$ cat src/rtl/funct_generator_wave_engine.sv
// Waveform sample engine: turns the register-file settings into a paced
// stream of square/sawtooth/triangle samples pushed into the generator FIFO.
module funct_generator_wave_engine #(
   parameter int                    DATA_WIDTH = 8,
   parameter int                    CNT_WIDTH  = 16,
   parameter logic [DATA_WIDTH-1:0] RESET_VAL  = '0
) (
   input  logic                  clk,
   input  logic                  rst,
   input  logic                  en_i,
   input  logic [1:0]            sel_i,
   input  logic [DATA_WIDTH-1:0] amp_i,
   input  logic [CNT_WIDTH-1:0]  div_i,
   input  logic [CNT_WIDTH-1:0]  half_i,
   input  logic                  full_i,
   output logic                  wr_en_o,
   output logic [DATA_WIDTH-1:0] data_o,
   output logic                  busy_o,
   output logic                  stall_o
);

   typedef enum logic [1:0] {
      IDLE = 2'd0,
      RUN  = 2'd1,
      HOLD = 2'd2
   } state_t;

   localparam logic [DATA_WIDTH-1:0] ONE_D = DATA_WIDTH'(1);
   localparam logic [CNT_WIDTH-1:0]  ONE_C = CNT_WIDTH'(1);

   localparam logic [1:0] SEL_SQ  = 2'b00;
   localparam logic [1:0] SEL_SAW = 2'b01;
   localparam logic [1:0] SEL_TRI = 2'b10;

   state_t                state_q;
   state_t                state_d;

   logic [1:0]            sel_q;
   logic [DATA_WIDTH-1:0] amp_q;
   logic [CNT_WIDTH-1:0]  div_q;
   logic [CNT_WIDTH-1:0]  half_q;
   logic [CNT_WIDTH-1:0]  div_cnt_q;
   logic [CNT_WIDTH-1:0]  div_cnt_d;

   logic [DATA_WIDTH-1:0] val_q;
   logic                  down_q;
   logic [CNT_WIDTH-1:0]  sq_cnt_q;
   logic                  sq_high_q;

   logic [DATA_WIDTH-1:0] val_adv;
   logic                  down_adv;
   logic [CNT_WIDTH-1:0]  sq_cnt_adv;
   logic                  sq_high_adv;
   logic [CNT_WIDTH-1:0]  half_eff;

   logic [DATA_WIDTH-1:0] sample;
   logic [DATA_WIDTH-1:0] data_d;
   logic                  wr_en_d;
   logic                  load;
   logic                  push;

   // current sample of the latched waveform, before it is advanced
   always_comb begin
      sample = '0;
      case (sel_q)
         SEL_SQ:  sample = sq_high_q ? amp_q : '0;
         SEL_SAW: sample = val_q;
         SEL_TRI: sample = val_q;
         default: sample = '0;
      endcase
   end

   // wave state after one sample has been emitted
   always_comb begin
      val_adv     = val_q;
      down_adv    = down_q;
      sq_cnt_adv  = sq_cnt_q;
      sq_high_adv = sq_high_q;
      half_eff    = (half_q == '0) ? ONE_C : half_q;
      case (sel_q)
         SEL_SQ: begin
            if (sq_cnt_q >= half_eff - ONE_C) begin
               sq_cnt_adv  = '0;
               sq_high_adv = ~sq_high_q;
            end else begin
               sq_cnt_adv = sq_cnt_q + ONE_C;
            end
         end
         SEL_SAW: begin
            val_adv = (val_q >= amp_q) ? '0 : val_q + ONE_D;
         end
         SEL_TRI: begin
            if (amp_q == '0) begin
               val_adv  = '0;
               down_adv = 1'b0;
            end else if (!down_q) begin
               if (val_q >= amp_q) begin
                  val_adv  = val_q - ONE_D;
                  down_adv = 1'b1;
               end else begin
                  val_adv = val_q + ONE_D;
               end
            end else begin
               if (val_q == '0) begin
                  val_adv  = ONE_D;
                  down_adv = 1'b0;
               end else begin
                  val_adv = val_q - ONE_D;
               end
            end
         end
         default: ;
      endcase
   end

   // next-state, pacing counter and push decision
   always_comb begin
      state_d   = state_q;
      div_cnt_d = div_cnt_q;
      wr_en_d   = 1'b0;
      data_d    = data_o;
      load      = 1'b0;
      push      = 1'b0;
      unique case (state_q)
         IDLE: begin
            div_cnt_d = '0;
            if (en_i) begin
               state_d = RUN;
               load    = 1'b1;
            end
         end
         RUN: begin
            if (!en_i) begin
               state_d = IDLE;
            end else if (div_cnt_q == div_q) begin
               if (!full_i) begin
                  push = 1'b1;
               end else begin
                  state_d = HOLD;
               end
            end else begin
               div_cnt_d = div_cnt_q + ONE_C;
            end
         end
         HOLD: begin
            if (!en_i) begin
               state_d = IDLE;
            end else if (!full_i) begin
               push    = 1'b1;
               state_d = RUN;
            end
         end
         default: state_d = IDLE;
      endcase
      if (push) begin
         wr_en_d   = 1'b1;
         data_d    = sample;
         div_cnt_d = '0;
      end
   end

   // state register and registered outputs
   always_ff @(posedge clk) begin
      if (rst) begin
         state_q   <= IDLE;
         div_cnt_q <= '0;
         wr_en_o   <= 1'b0;
         data_o    <= RESET_VAL;
         busy_o    <= 1'b0;
         stall_o   <= 1'b0;
      end else begin
         state_q   <= state_d;
         div_cnt_q <= div_cnt_d;
         wr_en_o   <= wr_en_d;
         data_o    <= data_d;
         busy_o    <= (state_d != IDLE);
         stall_o   <= (state_d == HOLD);
      end
   end

   // settings latch on enable, wave state advances once per push
   always_ff @(posedge clk) begin
      if (rst) begin
         sel_q     <= '0;
         amp_q     <= '0;
         div_q     <= '0;
         half_q    <= '0;
         val_q     <= '0;
         down_q    <= 1'b0;
         sq_cnt_q  <= '0;
         sq_high_q <= 1'b1;
      end else if (load) begin
         sel_q     <= sel_i;
         amp_q     <= amp_i;
         div_q     <= div_i;
         half_q    <= half_i;
         val_q     <= '0;
         down_q    <= 1'b0;
         sq_cnt_q  <= '0;
         sq_high_q <= 1'b1;
      end else if (push) begin
         val_q     <= val_adv;
         down_q    <= down_adv;
         sq_cnt_q  <= sq_cnt_adv;
         sq_high_q <= sq_high_adv;
      end
   end

endmodule
$ cat config.mk
export PLATFORM = sky130hd
export DESIGN_NAME = funct_generator_wave_engine
export DESIGN_NICKNAME = d
export VERILOG_FILES = /design/src/rtl/funct_generator_wave_engine.sv
export SDC_FILE = /design/constraint.sdc
export NUM_CORES = 1
export LEC_CHECK = 0
export CELL_PAD_IN_SITES_DETAIL_PLACEMENT = 1
export CELL_PAD_IN_SITES_GLOBAL_PLACEMENT = 1
export CORE_MARGIN = 2
export CORE_UTILIZATION = 46
export CTS_BUF_LIST = sky130_fd_sc_hd__clkbuf_8 sky130_fd_sc_hd__clkbuf_16
export DETAILED_ROUTE_END_ITERATION = 16
export PLACE_DENSITY_LB_ADDON = 0.1
export SLEW_MARGIN = 20
export SYNTH_ARGS = -nofsm -noshare
export SYNTH_HDL_FRONTEND = slang
export SYNTH_SLANG_ARGS = --single-unit
$ cat constraint.sdc
create_clock -name clk -period 8.5 [get_ports clk]
set_input_delay 1.275 -clock clk [delete_from_list [all_inputs] [get_ports clk]]
set_output_delay 1.275 -clock clk [all_outputs]
set_load 0.1 [all_outputs]
# ---- Word level (Yosys, flattened, before mapping)
# Cells that the tools add are included.
dict set report word_totals {
  elab_cells 78
  output_inout_bits 11
  input_bits 46
  ff_bits 97
}
dict set report classes {
  order_cmp 2
  mux 32
  addsub 5
  bitwise_logic 1
  reduce_logical 16
  eq_ne 8
}
# op count
set ops {}
lappend ops {{16-bit two-way mux} 4}
lappend ops {{8-bit two-way mux} 6}
lappend ops {{16-bit by 1-bit adder with 16-bit output, second input constant} 2}
lappend ops {{16-bit case mux with 2 select lines} 1}
lappend ops {{8-bit case mux with 2 select lines} 2}
lappend ops {{16-bit equality test} 1}
lappend ops {{16-bit greater-or-equal comparator} 1}
lappend ops {{16-bit zero test} 1}
lappend ops {{8-bit zero test} 2}
lappend ops {{16-bit by 1-bit subtractor with 16-bit output, second input constant} 1}
lappend ops {{2-bit two-way mux} 6}
lappend ops {{1-bit two-way mux} 11}
lappend ops {{8-bit by 1-bit adder with 8-bit output, second input constant} 1}
lappend ops {{8-bit greater-or-equal comparator} 1}
lappend ops {{8-bit by 1-bit subtractor with 8-bit output, second input constant} 1}
lappend ops {{2-bit equality test, second input constant} 3}
lappend ops {{2-bit case mux with 3 select lines} 1}
lappend ops {{2-bit AND reduction} 3}
lappend ops {{3-bit AND reduction} 2}
lappend ops {{2-bit nonzero test} 3}
lappend ops {{2-bit OR reduction} 3}
lappend ops {{2-bit by 1-bit equality test with 1-bit output, second input constant} 2}
lappend ops {{2-bit zero test} 2}
lappend ops {{2-bit != test, second input constant} 2}
lappend ops {{2 further kinds} 2}

# ---- Logic depth before layout (Yosys ltp)
# Gate-level depths: netlist (run 1).
dict set report logic_depth {
  depth_word 5
  mapped_depth 16
  mapped_depth_nobuf 16
}

# ---- Least setup slack after synthesis (run 1)
# OpenSTA, ideal clock, no wires.
dict set report synth_path {
  kind {flip-flop to flip-flop}
  from {register half_q[11]}
  to {register sq_high_q}
  setup_ns 0.137
  period_less_slack_ns 3.623
  path_slack_ns 4.877
  arrival_ns 3.485
  stages_incl_launch_ff 17
  cell_sequence {dfxtp_1 or3_1 or2_2 nor3_1 a31oi_1 ha_1 nand2_1 nor4_1 xnor2_1 ha_1 a21o_1 a211o_1 a2111oi_0 o21ai_0 nand4_1 xor2_1 nand2_1}
}
dict set report synth_between {
  elab_chain_len 5
}
# item line
set synth_lines {}
lappend synth_lines {{start, declared} 41} ;# logic [CNT_WIDTH-1:0] half_q;
lappend synth_lines {{start signal, assigned} 196} ;# half_q <= half_i;
lappend synth_lines {{16-bit zero test} 79} ;# half_eff = (half_q == '0) ? ONE_C : half_q;
lappend synth_lines {{16-bit two-way mux (*)} 79}
lappend synth_lines {{16-bit by 1-bit subtractor with 16-bit output (*)} 82} ;# if (sq_cnt_q >= half_eff - ONE_C) begin
lappend synth_lines {{16-bit greater-or-equal comparator (*)} 82}
lappend synth_lines {{3-bit AND reduction (no source line) (*)} -}
lappend synth_lines {{end signal, assigned} 205} ;# sq_high_q <= sq_high_adv;
lappend synth_lines {{end, declared} 48} ;# logic sq_high_q;
# Every way passes the cells marked *; elsewhere a longest branch is shown, timed or not.
# A chain may end at the register's enable or synchronous reset.

# ---- Worst setup path in the final report (run 1)
dict set report layout_path {
  from {register half_q[11]}
  to {register sq_cnt_q[10]}
}
dict set report layout_between {
  elab_chain_len 5
}
# item line
set layout_lines {}
lappend layout_lines {{16-bit zero test} 79}
lappend layout_lines {{16-bit two-way mux (*)} 79}
lappend layout_lines {{16-bit by 1-bit subtractor with 16-bit output (*)} 82}
lappend layout_lines {{16-bit greater-or-equal comparator (*)} 82}
lappend layout_lines {{16-bit two-way mux (*)} 82}
lappend layout_lines {{end signal, assigned} 204} ;# sq_cnt_q <= sq_cnt_adv;
lappend layout_lines {{end, declared} 47} ;# logic [CNT_WIDTH-1:0] sq_cnt_q;
# Marked as above.

==> results of run 1 <==
-- cell usage after synthesis (all sizes together) (3+ instances only) --
cell type,instances,share of area [%]
a211oi,3,0.41
xnor2,24,3.8
a21oi,63,5.8
a221oi,3,0.48
and3,7,0.80
xor2,31,5.0
nor2,63,4.5
and2,8,0.92
nand2b,6,0.69
clkbuf,21,1.4
or3,6,0.69
dfxtp,97,36
nor3,16,1.8
or2,3,0.34
a21o,4,0.55
a22oi,9,1.2
nand2,131,9.1
o21ai,31,2.9
o22ai,3,0.34
nand3,22,2.0
nor4,13,2.7
nor2b,4,0.46
ha,37,8.5
nand4,7,0.80
o21a,4,0.55
or4,7,0.96
and4,3,0.48
inv,20,1.4
buf,5,0.46
-- cell usage in the layout, fill, tap and decap left out, types with 8 or more instances in the layout --
master,n
nand2_1,129
dfxtp_1,97
a21oi_1,63
nor2_1,61
clkdlybuf4s50_1,55
ha_1,37
xor2_1,31
xnor2_1,24
nand3_1,22
inv_1,20
o21ai_0,17
nor3_1,14
o21ai_1,13
a22oi_1,9
clkbuf_16,9
and2_1,8
-- worst min path at each step --
stage	to	from
global placement	data_o[5]	data_o[5]
global route	data_o[6]	data_o[6]
detailed placement	data_o[6]	data_o[6]
finish	data_o[6]	data_o[6]
floorplan	half_q[15]	half_q[15]
CTS	data_o[6]	data_o[6]
-- cell families (layout without fill, tap and decap cells) --
kind of cell               Yosys count  count (layout)  synth area share (%)
AOI/OAI and AO/OA                  142             142                  16.3
xor gates and xnor gates            55              55                  8.82
adders and majority gates           37              37                  8.48
buffers and inverters               46              94                  3.28
DFF                                 97              97                  35.6
muxes                                4               4                 0.779
and+or+nand+nor                    300             300                  26.8
-- state kept, by name, summed over array words and instances (netlist names), 8 cells and up --
signal / count
half_q: 16
data_o: 8
div_q: 16
div_cnt_q: 16
amp_q: 8
val_q: 8
sq_cnt_q: 16
-- final cells by class --
type | instances | area [sq um]
Clock inverter | 7 | 85.1
Clock buffer | 9 | 225
Fill cell | 1415 | 5100
Tap cell | 143 | 179
Timing Repair Buffer | 58 | 571
Multi-Input combinational cell | 538 | 3340
Sequential cell | 97 | 1940
Inverter | 20 | 75.1
-- metal layers --
metal / global-route usage, % / part of all wire (%) / vias up
li1: - / - / 2463
met1: 30.4 / 43 / 2430
met2: 46.1 / 52 / 67
met3: 5.95 / 3.3 / 22
met4: 7.48 / 1.9 / 0
met5: 0 / 0 / -
-- stage by stage --
stage	hold WS [ns]	power [mW]	std cells	cell area, sq um	utilization [%]
global placement	0.443	0.680	856	6110	53.0
detailed placement	0.450	0.688	856	6110	53.0
CTS	0.461	1.12	872	6420	55.7
finish	0.456	1.11	872	6420	55.7
floorplan	0.447	0.625	681	5460	-
global route	0.490	1.16	872	6420	55.7
-- where the power goes --
part | internal (mW) | leakage [nW] | switching (mW)
sequential | 0.469 | 0.789 | 0.0145
clock | 0.234 | 0.146 | 0.198
combinational | 0.0812 | 1.52 | 0.113
-- critical path, cell delays in order, from the launching register on --
cell and delay, ns:
dfxtp_1 0.35, or3_1 0.40, or2_2 0.29, nor3_1 0.31
a31oi_1 0.18, ha_1 0.26, nand2_1 0.14, nor4_1 0.08
xnor2_1 0.14, ha_1 0.29, a21o_1 0.18, a211o_1 0.31
a2111oi_0 0.33, o21ai_0 0.25, nand4_1 0.21, nand2_2 0.16
nor2_1 0.20
==> out/results.tsv, run 1 <==
stage	metric	value	unit
clock_tree	htree_levels	3	
synthesis	synth_nets	764	
min_path	min_path_cells	2	
final_layout	final_nets	807	
clock_tree	root_buffer	clkbuf_16	
clock_tree	clk_latency	0.36	ns
global_route	grt_max_degree	51	
clock_tree	cts_resized	0	
detailed_routing	vias_per_cell	5.71	
critical_path	critPathLaunch	half_q[11]	
placed_design	gp_congestion	0.812	
floorplan	coreArea	11500	sq um
floorplan	start_util	47.4	%
global_route	antenna_found_initial	0	
floorplan	die_w	113	um
synthesis	synth_area	5460	sq um
critical_path	worstReg2RegStart	half_q[11]	
sta	layout_min_cycle_time	4.17	ns
sta	clock.fmax	0.240	GHz
final_layout	diodes	0	
final_layout	drive_gt1_share	5.49	%
critical_path	required	8.79	ns
detailed_routing	wl_per_cell	17.6	um
critical_path	cp-end-kind	register	
detailed_routing	ant_nets	0	
sta	slew_headroom	33.8	%
outcome	status	completed	
global_route	overflow	0	
clock_tree	holdBufCountCts	0	
floorplan	die_area	12800	sq um
sta	setup_tns	0	ns
power	powerDensity	173	nW/um^2
detailed_routing	wirelength	15400	um
min_path	hold_path_class	reg2reg	
clock_tree	path_clk_slew	0.07	ns
flow_run	max-cap-violations	0	
sta	worst_slack	4.33	ns
sta	grt_setup_unrepaired	no	
power	cellLeakagePower	2.46	nW
detailed_routing	vias	4982	
clock_tree	cts_buffer_depth	2	
synthesis	avgSynthCellArea	8.02	sq um
floorplan	row_count	39	
sta	min_period_over_period	49.0	%
synthesis	synth-seq-cells	97	
global_route	grtUsageTotal	25.6	%
placed_design	io_buffer_count	56	
global_route	grt_pass1_wl	26100	um
synthesis	synthFlopType	dfxtp_1	
synthesis	ys_seq_area_share	35.6	%
critical_path	critPathKind	reg2reg	
critical_path	start_kind	register	
critical_path	endpoint	sq_cnt_q[10]	
sta	hold_viol	0	
clock_tree	post_cts_buffers	0	
sta	slew_violations	0	
synthesis	synth_cell_types	65	
synthesis	synth_cells	681	
floorplan	ioPinCount	57	
critical_path	rr_endpoint	sq_cnt_q[10]	
detailed_routing	drtIter0Drc	191	
placed_design	place_ws	4.35	ns
final_layout	layout-area-overhead-vs-synth	17.5	%
detailed_routing	drc	0	
critical_path	crit_fanout	10	
critical_path	worstRegToRegCells	16	
placed_design	post-dp-hpwl	11400	um
sta	finClkSkew	0.00709	ns
critical_path	critical_path_arrival	4.46	ns
global_route	grt_pass1_vias	5401	
critical_path	reg2reg_slack	4.33	ns
sta	worstMarginPinSlew	0.990	ns
clock_tree	numCtsBuffers	9	
synthesis	async_flop_share	0	%
clock_tree	cts_tree	built	
floorplan	dieHeight	113	um
synthesis	synth-edff-count	0	
detailed_routing	drt-pass1-iter-count	4	
power	vdd_ir_drop_max	0.124	mV
sta	finalSetupViolCount	0	
clock_tree	cts_sinks	97	
synthesis	yosys_warnings	0	
(Power assumes the default switching activity.)
==> run 2: changes to the inputs <==
--- a/config.mk
+++ b/config.mk
@@ -8,7 +8,7 @@
 export CELL_PAD_IN_SITES_DETAIL_PLACEMENT = 1
 export CELL_PAD_IN_SITES_GLOBAL_PLACEMENT = 1
 export CORE_MARGIN = 2
-export CORE_UTILIZATION = 46
+export CORE_UTILIZATION = 43
 export CTS_BUF_LIST = sky130_fd_sc_hd__clkbuf_8 sky130_fd_sc_hd__clkbuf_16
 export DETAILED_ROUTE_END_ITERATION = 16
 export PLACE_DENSITY_LB_ADDON = 0.1
==> constraint.sdc (replaced) <==
create_clock -name clk -period 4 [get_ports clk]
set_input_delay 0.6 -clock clk [delete_from_list [all_inputs] [get_ports clk]]
set_output_delay 0.6 -clock clk [all_outputs]
set_load 0.1 [all_outputs]
==> out/results.tsv, run 2 (synthesis gave the netlist of run 1 again) <==
stage	metric	value	unit	change
clock_tree	cts_buffer_depth	2		unchanged
placed_design	io_buffer_count	56		unchanged
final_layout	fin_cells	906		+3.9%
min_path	hp-start	data_o[3]		
floorplan	start_util	43.6	%	-3.8 points
sta	finalSetupViolCount	0		unchanged
detailed_routing	drc	0		unchanged
global_route	grt_max_degree	51		unchanged
power	cellLeakagePower	2.48	nW	+1.1%
power	powerDensity	360	nW/um^2	+110%
floorplan	dieHeight	117	um	+3.3%
detailed_routing	vias_per_cell	5.48		-4.1%
final_layout	layout_common_cells	128 x nand2_1, 97 x dfxtp_1, 63 x a21oi_1		
critical_path	required	4.21	ns	-4.58 ns
critical_path	worstReg2RegStart	half_q[12]		
critical_path	critPathKind	reg2reg		
final_layout	diodes	0		unchanged
power	vdd_ir_drop_max	0.195	mV	+57%
clock_tree	post_cts_buffers	0		unchanged
global_route	overflow	0		unchanged
placed_design	post-dp-hpwl	11600	um	+1.7%
critical_path	crit_fanout	4		-6
detailed_routing	drt-pass1-iter-count	4		unchanged
clock_tree	holdBufCountCts	0		unchanged
floorplan	row_count	41		+5.1%
final_layout	layout-area-overhead-vs-synth	19.4	%	
min_path	hold_path_class	reg2reg		
sta	min_period_over_period	95.3	%	+46 points
detailed_routing	wl_per_cell	17.0	um	-3.4%
floorplan	die_area	13600	sq um	+6.7%
critical_path	critical_path_arrival	4.02	ns	-0.44 ns
floorplan	ioPinCount	57		unchanged
critical_path	cp_slowest_cell	or3_1		
placed_design	placed_cells	890		+4.0%
outcome	status	completed		
global_route	grt_pass1_wl	25900	um	-0.64%
global_route	grt_pass1_vias	5329		-1.3%
global_route	grtUsageTotal	24.3	%	-1.3 points
detailed_routing	ant_nets	0		unchanged
clock_tree	numCtsBuffers	9		unchanged
final_layout	fin_util	52.1	%	-3.6 points
final_layout	final_nets	812		+0.62%
clock_tree	root_buffer	clkbuf_16		
detailed_routing	vias	4963		-0.38%
final_layout	drive_gt1_share	6.95	%	+1.5 points
sta	finClkSkew	0.00712	ns	+0.0000295 ns
clock_tree	clk_latency	0.36	ns	about the same
clock_tree	htree_levels	3		unchanged
sta	slew_violations	0		unchanged
detailed_routing	drtIter0Drc	249		+30%
sta	hold_viol	0		unchanged
global_route	antenna_found_initial	0		unchanged
final_layout	layout_commonest_cell	nand2_1		
detailed_routing	wirelength	15400	um	+0.36%
critical_path	start_kind	register		
critical_path	crit_path_cell_trace	or3_1 -> or2_2 -> nor3_4 -> a31oi_2 -> ha_1 -> nand2_1 -> nor4_1 -> xnor2_1 -> ha_1 -> a21o_1 -> a211o_1 -> a2111oi_1 -> o21ai_1 -> nand4_1 -> xor2_1 -> nand2_1		
sta	slew_headroom	33.3	%	-0.54 points
sta	worstMarginPinSlew	0.998	ns	+0.00809 ns
final_layout	fillers	1541		+8.9%
critical_path	cp-end-kind	register		
sta	clock.fmax	0.262	GHz	+9.3%
clock_tree	path_clk_slew	0.07	ns	about the same
critical_path	slowest_delay	0.39	ns	about the same
floorplan	coreArea	12500	sq um	+8.7%
floorplan	die_w	117	um	+3.3%
clock_tree	cts_sinks	97		unchanged
sta	layout_min_cycle_time	3.81	ns	-0.356 ns
placed_design	gp_congestion	0.829		+2.2%
critical_path	critPathLaunch	half_q[12]		
clock_tree	cts_tree	built		
flow_run	max-cap-violations	0		unchanged
-- run 2: timing repair --
action	4_1_cts	5_1_grt
gates resized for setup	1	9
endpoints found under the hold margin	0	0
pin swaps	0	1
setup endpoints to repair	17	17
gates cloned	0	0
-- run 2: cell type report --
type                       count  area [sq um]  area share, %
sequential                    97          1940           29.8
timing repair buffer          63           608           9.33
tap                          172           215           3.30
clock inverter                 7          78.8           1.21
inverter                      20          75.1           1.15
clock buffer                   9           225           3.45
multi-input combinational    538          3380           51.8
-- run 2: worst paths after layout --
check,endpoint,slack [ns],depth (start not counted)
setup / recovery,sq_high_q,0.19,16
hold reg to reg,data_o[3],0.46,2
hold / removal,data_o[3],0.46,2
setup reg to reg,sq_high_q,0.19,16
-- run 2: metrics by stage --
step / area (sq um) / total power [mW] / worst slack (ns) / TNS, ns / hold slack (ns)
detailed placement: 6180 / 1.48 / -0.131 / -1.23 / 0.450
CTS: 6490 / 2.37 / 0.00424 / 0 / 0.461
global route: 6520 / 2.46 / -0.0176 / -0.0176 / 0.475
finish: 6520 / 2.35 / 0.190 / 0 / 0.456
global placement: 6180 / 1.46 / 0.203 / 0 / 0.442
floorplan: 5460 / 1.33 / 0.377 / 0 / 0.447
-- run 2: worst max-delay path, delay by kind of cell (launching register included) --
kind	cells	cell delay, ns
adder cells (fa/ha/maj)	2	0.50
AND/OR/NAND/NOR	7	1.32
AO/OA/AOI/OAI	5	1.12
flip-flops	1	0.34
XOR/XNOR	2	0.38
-- run 2: layer usage --
layer | share of wire (%) | track usage [%] | wire length, um | vias up
li1 | - | - | - | 2466
met3 | 3.6 | 3.53 | 550 | 15
met2 | 50 | 42.5 | 7780 | 74
met1 | 45 | 30.6 | 6870 | 2408
met5 | 0 | 0 | 0 | -
met4 | 1.5 | 8.31 | 232 | 0
-- run 2: report_power, final --
part / total, mW / switching [mW] / internal (mW)
clock network: 0.890 / 0.399 / 0.491
logic: 0.433 / 0.250 / 0.184
registers: 1.03 / 0.0304 / 0.996
